`src/rtl/relu_act_sequencer.sv`:
```
// Activation stage: ReLU + shift/saturate quantization of one LANES-wide partial-sum
// vector per handshake, streamed out as OUT_LANES-wide beats with an incrementing address.
module relu_act_sequencer #(
    parameter int IN_PRECISION  = 18,
    parameter int OUT_PRECISION = 4,
    parameter int LANES         = 64,
    parameter int OUT_LANES     = 16,
    parameter int ADDR_W        = 8
) (
    input  logic                               clk,
    input  logic                               rst,
    input  logic                               start,
    input  logic [4:0]                         cfg_shift,
    input  logic                               cfg_sat,
    input  logic [ADDR_W-1:0]                  cfg_num_vec,
    input  logic                               in_valid,
    output logic                               in_ready,
    input  logic [IN_PRECISION*LANES-1:0]      in_data,
    output logic                               out_valid,
    input  logic                               out_ready,
    output logic [OUT_PRECISION*OUT_LANES-1:0] out_data,
    output logic [ADDR_W-1:0]                  out_addr,
    output logic                               busy,
    output logic                               done
);

    localparam int BEATS   = LANES / OUT_LANES;
    localparam int BEAT_W  = (BEATS > 1) ? $clog2(BEATS) : 1;
    localparam int VEC_W   = OUT_PRECISION * LANES;
    localparam int BEAT_DW = OUT_PRECISION * OUT_LANES;
    localparam int MAG_W   = IN_PRECISION - 1;

    localparam logic [BEAT_W-1:0] LAST_BEAT   = BEAT_W'(BEATS - 1);
    localparam logic [4:0]        SHIFT_LIMIT = 5'(IN_PRECISION - 1);
    localparam logic [MAG_W-1:0]  Q_MAX_EXT   = MAG_W'((1 << OUT_PRECISION) - 1);

    typedef enum logic [1:0] {
        S_IDLE = 2'd0,
        S_LOAD = 2'd1,
        S_EMIT = 2'd2,
        S_DONE = 2'd3
    } state_t;

    state_t              state_q,   state_d;
    logic [4:0]          shift_q,   shift_d;
    logic                sat_q,     sat_d;
    logic [ADDR_W-1:0]   num_vec_q, num_vec_d;
    logic [ADDR_W-1:0]   vec_cnt_q, vec_cnt_d;
    logic [BEAT_W-1:0]   beat_q,    beat_d;
    logic [ADDR_W-1:0]   addr_q,    addr_d;
    logic [VEC_W-1:0]    vec_q,     vec_d;
    logic [VEC_W-1:0]    quant_all_s;
    logic [VEC_W-1:0]    vec_shift_s;

    // Negative lanes clamp to zero; shifts that consume every magnitude bit give zero.
    function automatic logic [OUT_PRECISION-1:0] quantize(
        input logic [IN_PRECISION-1:0] x,
        input logic [4:0]              shift,
        input logic                    sat
    );
        logic [MAG_W-1:0]         mag_v;
        logic [OUT_PRECISION-1:0] q_v;
        mag_v = {MAG_W{1'b0}};
        q_v   = {OUT_PRECISION{1'b0}};
        if (x[IN_PRECISION-1]) begin
            q_v = {OUT_PRECISION{1'b0}};
        end else begin
            if (shift >= SHIFT_LIMIT) begin
                mag_v = {MAG_W{1'b0}};
            end else begin
                mag_v = x[MAG_W-1:0] >> shift;
            end
            if (sat && (mag_v > Q_MAX_EXT)) begin
                q_v = {OUT_PRECISION{1'b1}};
            end else begin
                q_v = mag_v[OUT_PRECISION-1:0];
            end
        end
        return q_v;
    endfunction

    // Quantize every lane of the incoming vector with the latched job config.
    always_comb begin
        quant_all_s = {VEC_W{1'b0}};
        for (int i = 0; i < LANES; i++) begin
            quant_all_s[i*OUT_PRECISION +: OUT_PRECISION] =
                quantize(in_data[i*IN_PRECISION +: IN_PRECISION], shift_q, sat_q);
        end
    end

    // Next-state and datapath update for the IDLE/LOAD/EMIT/DONE sequencer.
    always_comb begin
        state_d   = state_q;
        shift_d   = shift_q;
        sat_d     = sat_q;
        num_vec_d = num_vec_q;
        vec_cnt_d = vec_cnt_q;
        beat_d    = beat_q;
        addr_d    = addr_q;
        vec_d     = vec_q;
        case (state_q)
            S_IDLE: begin
                if (start) begin
                    shift_d   = cfg_shift;
                    sat_d     = cfg_sat;
                    num_vec_d = cfg_num_vec;
                    vec_cnt_d = {ADDR_W{1'b0}};
                    beat_d    = {BEAT_W{1'b0}};
                    addr_d    = {ADDR_W{1'b0}};
                    if (cfg_num_vec == {ADDR_W{1'b0}}) begin
                        state_d = S_DONE;
                    end else begin
                        state_d = S_LOAD;
                    end
                end else begin
                    state_d = S_IDLE;
                end
            end
            S_LOAD: begin
                if (in_valid) begin
                    vec_d   = quant_all_s;
                    beat_d  = {BEAT_W{1'b0}};
                    state_d = S_EMIT;
                end else begin
                    state_d = S_LOAD;
                end
            end
            S_EMIT: begin
                if (out_ready) begin
                    beat_d = beat_q + BEAT_W'(1);
                    addr_d = addr_q + ADDR_W'(1);
                    if (beat_q == LAST_BEAT) begin
                        vec_cnt_d = vec_cnt_q + ADDR_W'(1);
                        if (vec_cnt_d == num_vec_q) begin
                            state_d = S_DONE;
                        end else begin
                            state_d = S_LOAD;
                        end
                    end else begin
                        state_d = S_EMIT;
                    end
                end else begin
                    state_d = S_EMIT;
                end
            end
            S_DONE: begin
                state_d = S_IDLE;
            end
            default: begin
                state_d = S_IDLE;
            end
        endcase
    end

    // State, config and datapath registers; reset aborts any job in flight.
    always_ff @(posedge clk) begin
        if (rst) begin
            state_q   <= S_IDLE;
            shift_q   <= 5'd0;
            sat_q     <= 1'b0;
            num_vec_q <= {ADDR_W{1'b0}};
            vec_cnt_q <= {ADDR_W{1'b0}};
            beat_q    <= {BEAT_W{1'b0}};
            addr_q    <= {ADDR_W{1'b0}};
            vec_q     <= {VEC_W{1'b0}};
        end else begin
            state_q   <= state_d;
            shift_q   <= shift_d;
            sat_q     <= sat_d;
            num_vec_q <= num_vec_d;
            vec_cnt_q <= vec_cnt_d;
            beat_q    <= beat_d;
            addr_q    <= addr_d;
            vec_q     <= vec_d;
        end
    end

    // Beat select: lane block beat_q of the held vector, lowest lane in the lowest bits.
    assign vec_shift_s = vec_q >> (32'(beat_q) * BEAT_DW);
    assign out_data    = vec_shift_s[BEAT_DW-1:0];
    assign out_addr    = addr_q;
    assign in_ready    = (state_q == S_LOAD);
    assign out_valid   = (state_q == S_EMIT);
    assign busy        = (state_q == S_LOAD) || (state_q == S_EMIT);
    assign done        = (state_q == S_DONE);

endmodule

```
`config.mk`:
```
export PLATFORM = sky130hd
export DESIGN_NAME = relu_act_sequencer
export DESIGN_NICKNAME = d
export VERILOG_FILES = /design/src/rtl/relu_act_sequencer.sv
export SDC_FILE = /design/constraint.sdc
export NUM_CORES = 2
export LEC_CHECK = 0
export CORE_AREA = 4 4 477 479
export CTS_BUF_LIST = sky130_fd_sc_hd__clkbuf_16
export DETAILED_ROUTE_END_ITERATION = 8
export DIE_AREA = 0 0 481 483
export SETUP_SLACK_MARGIN = 0.15
export SLEW_MARGIN = 20
export SYNTH_ARGS = -nofsm -noshare
export SYNTH_HDL_FRONTEND = slang
export SYNTH_SLANG_ARGS = --single-unit
```
`constraint.sdc`:
```
create_clock -name clk -period 2.7 [get_ports clk]
set_input_delay 0.675 -clock clk [delete_from_list [all_inputs] [get_ports clk]]
set_output_delay 0.675 -clock clk [all_outputs]
set_load 0.005 [all_outputs]
```
## After elaboration in Yosys (flattened, before gate mapping)

Index checks and enable logic that the tools add are counted.

| cells by class | value |
|---|---|
| reduce and logical (&&, ||, !) cells | 74 |
| multiplexer cells | 273 |
| $lt $le $gt $ge | 65 |
| shift operators | 65 |
| add/subtract/negate cells | 3 |
| eq/ne operators | 9 |

Operators with widths:

| operator | number |
|---|---|
| $mux 17 | 128 |
| $gt 17x4->1 const B | 64 |
| $shr 17x5->17 | 64 |
| $mux 4 | 128 |
| $shr 256x8->64 | 1 |
| $logic_and 1x1->1 | 64 |
| $mux 8 | 4 |
| $pmux 8 s2 | 2 |
| $mux 2 | 9 |
| $add 8x1->8 const B | 2 |
| $eq 8x8->1 | 1 |
| $logic_not 8->1 | 1 |
| $pmux 2 s4 | 1 |
| $reduce_and 4->1 | 2 |
| $eq 2x2->1 const B | 3 |
| $pmux 2 s3 | 1 |
| $ge 5x5->1 const B | 1 |
| $ne 2x1->1 const B | 2 |
| $ne 2x2->1 const B | 2 |
| $reduce_and 2->1 | 2 |
| $reduce_and 3->1 | 1 |
| $reduce_bool 3->1 | 1 |
| $add 2x1->2 const B | 1 |
| $eq 2x1->1 const B | 1 |
| other kinds (3) | 3 |

| word-level totals | value |
|---|---|
| word-level logic and storage cells | 497 |
| register bits | 290 |
| output and inout bits | 76 |
| bits of input ports | 1171 |

## Longest topological paths before layout

| logic depth | value |
|---|---|
| depth after elaboration | 7 |
| gate-level depth with buffers | 14 |
| depth with buffers taken out | 9 |

## Worst setup path after synthesis

No wires, ideal clock.

| timing path | value |
|---|---|
| path kind | reg2reg |
| from | register shift_q[0] |
| to | register vec_q[129] |
| setup slack | 0.104 ns |
| arrival | 2.456 ns |
| period minus slack after synthesis | 2.596 ns |
| buffers on the path | 3 |
| stages on the path, launching flop included | 10 |
| cells stage by stage | dfxtp_1 -> buf_6 -> buf_6 -> clkbuf_1 -> mux4_2 -> or4_1 -> nor3_1 -> nor3_1 -> nor4b_2 -> a211oi_1 |

| on the way | value |
|---|---|
| word-level cells in the longest chain between the ends | 7 |
| elaborated cells between the ends (all ways) | 8 |
| those cells by class | order compare: 2; shift: 1; mux: 4; reduce/logical: 1 |

RTL lines:

| element | line | text |
|---|---|---|
| start, declared | 45 | `logic [4:0] shift_q, shift_d;` |
| start signal, assigned | 168 | `shift_q <= shift_d;` |
| $shr 17x5->17 / $ge 5x5->1 (equally long branches) | 71, 68 |  |
| $mux 17 (*) | 68 | `if (shift >= SHIFT_LIMIT) begin` |
| $mux 17 (*) | 65 | `if (x[IN_PRECISION-1]) begin` |
| $gt 17x4->1 | 73 | `if (sat && (mag_v > Q_MAX_EXT)) begin` |
| $logic_and 1x1->1 | 73 |  |
| $mux 4 (*) | 73 |  |
| $mux 4 (*) | 65 |  |
| end signal, assigned | 165 | `vec_q <= {VEC_W{1'b0}};` |
| end signal, assigned | 174 | `vec_q <= vec_d;` |
| end, declared | 51 | `logic [VEC_W-1:0] vec_q, vec_d;` |

Every way passes the cells marked *; elsewhere a longest branch is shown, timed or not. The select of a mux whose other input is x is not followed.
A chain may end at the register's enable or synchronous reset.

## Final worst setup path

| timing path | value |
|---|---|
| from | register shift_q[0] |
| to | register vec_q[85] |

Same word-level chain as after synthesis.

==> summary.txt <==
Die
  – Die width: 481 µm
  – DIE HEIGHT: 483 µm
  – Die ar.: 0.232 mm²
  – Core Rows: 174
  – Ports: 1247
  – Initial Util: 23.5%
  – Core ar.: 0.224 mm²

Yosys
  – Synth unique cells: 91
  – Xor/xnor share of the synthesized area: 0.267%
  – Post-synthesis simple-gate area fraction: 14.6%
  – #FFs+latches synth: 290
  – Synth area leader: mux4_2
  – Sequential area share after synthesis: 11.1%
  – Share of the synthesized area in the top cell type: 28.1%
  – Synthesized net count: roughly 7.1k
  – Mapped cell area: approximately 0.053 mm²
  – EDFF count, synth: 0
  – Adder-cell share of the synthesized area: less than 1%
  – Synth top area cells: mux4_2 (28%), dfxtp_1 (11%), mux2i_1 (11%)
  – Synth async-reset ratio: 0%
  – Synth warnings: 0
  – Largest family of logic cells by synthesized area: multiplexers
  – Primary FF master, synth: dfxtp_1
  – Compound-cell area share of the yosys netlist: 24.3%
  – Mux cell area share after synthesis: between 40% and 50%
  – Post-synthesis cell count: around 6.0k
  – Post-Syn Area per Cell: 8.81 µm²

Detailed routing
  – Pre-Repair DR Iteration Count: 6
  – Total number of vias: around 69k
  – DR iter-0 viols: 7549
  – WL/cell: 32.8 µm
  – Wire length on met2: 176000 µm
  – Drt drc: 0
  – ANT nets after route: 0
  – Routed vias/inst: 5.83
  – Met1 WL: 146000 µm
  – DR top layer: met5
  – Final WL: slightly below 400000 µm
  – Met3 wire length: 36200 µm

Global routing
  – First-pass GRT wire length: 523000 µm
  – Global-route usage over all layers: 31.2%
  – Antenna violations before repair: roughly 160
  – Largest net degree at the start of global routing: 82
  – Vias in the first global route: 67.6k
  – Total congestion overflow: 0

CTS
  – H-Tree Depth: 2
  – CTS tree: done
  – CTS clock-pin slew for the worst setup and hold paths: 0.06 ns
  – Clock sink count: 290
  – Root Buffer: clkbuf_16
  – Clk Latency, worst-skew pair: 0.61 ns
  – Hold buffer count at CTS: 0
  – Clock buffer count from CTS: 39
  – Clk buf depth: 3

Timing
  – Endpoints failing setup: roughly 300
  – Final Hold Fails: 0
  – Final period util: 111%
  – Fin worst setup slack: -0.305 ns
  – Clock period minus worst slack: 3.00 ns
  – RSZ-0062 raised after global routing: true
  – Slew margin rel.: approximately 47%
  – Slew Viols, Final: 0
  – Slew at the pin closest to its max-slew limit: 0.791 ns
  – Setup Skew: around 0.027 ns
  – Fmax: 0.333 GHz

Min path
  – Worst Hold Class: in2reg

Critical path
  – Crit path cell chain: buf_12 -> buf_6 -> buf_12 -> buf_8 -> mux4_2 -> or4_4 -> a211oi_2 -> o21ai_2 -> a21oi_4 -> o22ai_2 -> a22o_1
  – R2R Setup Slk: -0.30 ns
  – Crit. End Element: flip-flop
  – Max stage delay on crit path: about 0.56 ns
  – Worst endpoint required time: 3.21 ns
  – Slowest cell on crit path: or4_4
  – CP Class: reg2reg
  – CP arrival: 3.51 ns
  – Setup crit start kind: flip-flop
  – CP max FO: 7
  – Cell mode on critical path: buf_12

Job
  – Max_cap viols: 0

Pwr
  – Max VDD drop: 0.373 mV
  – Power Density: 314 mW/mm²
  – Power, Total: 28900 µW
  – Comb pwr share: 63.6%
  – Clock power frac: 19.5%
  – LEAKAGE: 0.0340 µW
  – Sw Share: 40.2%
  – Psw: 11600 µW
  – Internal power: 17300 µW
  – Reg power frac: between 10% and 20%

Run status
  – Status: complete, but fails checks
  – Failing checks: negative setup slack

Placement
  – Port Buffers: 1246
  – GP Congestion: about 1
  – Post-place setup slack: -0.678 ns
  – Dpl hpwl: between 300000 and 400000 µm

Final layout
  – Filler Cells Inserted: 21.6k
  – Most frequent cells in the layout: buf_4 (1513), clkdlybuf4s50_1 (1180), mux4_2 (656), nand2_1 (523), a21oi_1 (477)
  – Area of the multi-input gates: 0.0475 mm²
  – Layout cell share with drive strength beyond 1: 42.5%
  – Reg area: 0.00583 mm²
  – Commonest non-fill, non-tap cell in the layout: buf_4
  – Net count reported at finish: 9832
  – Synth-to-layout area growth: 75.4%
  – Util after Layout: 41.2%
[metrics by stage]
step | hold slack, ns | setup TNS (ns) | cells | cell area, µm²
finish | 0.374 | -38.52 | 11800 | 92100
global route | 0.362 | -58.01 | 11800 | 92000
CTS | 0.321 | -35.99 | 11600 | 88300
detailed placement | 0.455 | -134.34 | 11100 | 78600
global placement | 0.450 | -127.88 | 11100 | 78600
floorplan | 0.420 | 0 | 5961 | 52500
[synthesized netlist by cell type (all sizes together), types with 54 or more instances]
cell type / number
a211oi: 199
a21oi: 562
a221o: 67
a31oi: 59
buf: 392
clkbuf: 233
dfxtp: 290
mux2: 178
mux2i: 577
mux4: 656
nand2: 572
nand3: 54
nor2: 501
nor2b: 97
nor3: 160
o211ai: 70
o21ai: 353
o21bai: 57
o22ai: 54
[cell type report]
class                      count  share of cell area, %
inverter                      36                  0.223
tap                         2992                   4.06
timing repair inverter         2                 0.0340
multi-input combinational   5010                   51.5
antenna                      102                  0.277
clock inverter                33                  0.367
clock buffer                  39                   1.06
sequential                   290                   6.33
timing repair buffer        3274                   36.1
[flip-flops by register name, indices dropped and copies added (netlist names)]
name	cells
vec_q	256
state_q	2
beat_q	2
shift_q	5
out_addr	8
sat_q	1
num_vec_q	8
vec_cnt_q	8
[worst paths after layout]
kind              startpoint          to  depth (start not counted)
setup / recovery  shift_q[0]   vec_q[85]                         11
hold / removal           rst       sat_q                          2
setup reg to reg  shift_q[0]   vec_q[85]                         11
hold reg to reg   vec_q[140]  vec_q[140]                          2
[kinds of logic after synthesis]
logic type      count (synthesis)
flops                         290
compound gates               1919
mux                          1411
xor+xnor                       16
buf+inv                       661
simple gates                 1656
fa+ha+maj                       8
[worst max-delay path: cells and delay by family, from the launching register on]
family / cells / cell delay [ns]
AO/OA/AOI/OAI: 5 / 0.90
multiplexers: 1 / 0.51
flip-flops: 1 / 0.37
AND/OR/NAND/NOR: 1 / 0.56
buffers and inverters: 4 / 0.52
[timing repair]
item                                    in CTS  in global routing
resized for setup                         1233                550
gates cloned                                58                  9
buffers inserted                           314                109
endpoints found under the setup margin     322                325
pin swaps                                  254                198
[power groups by stage]
stage | Sequential (µW) | Clock (µW) | Combinational, µW
3_5_place_dp | 5000 | 0 | 15100
6_report | 4870 | 5620 | 18400
5_1_grt | 4880 | 5870 | 19200
4_1_cts | 4880 | 5740 | 17200
2_1_floorplan | 4650 | 0 | 7350
3_3_place_gp | 5000 | 0 | 15000
[metal layers]
layer	GRT usage, %	up-vias
met1	38.0	34100
met5	0	-
met2	49.6	4260
met3	7.28	900
li1	-	29400
met4	19.7	52
Power figures use the tool's default switching activity.
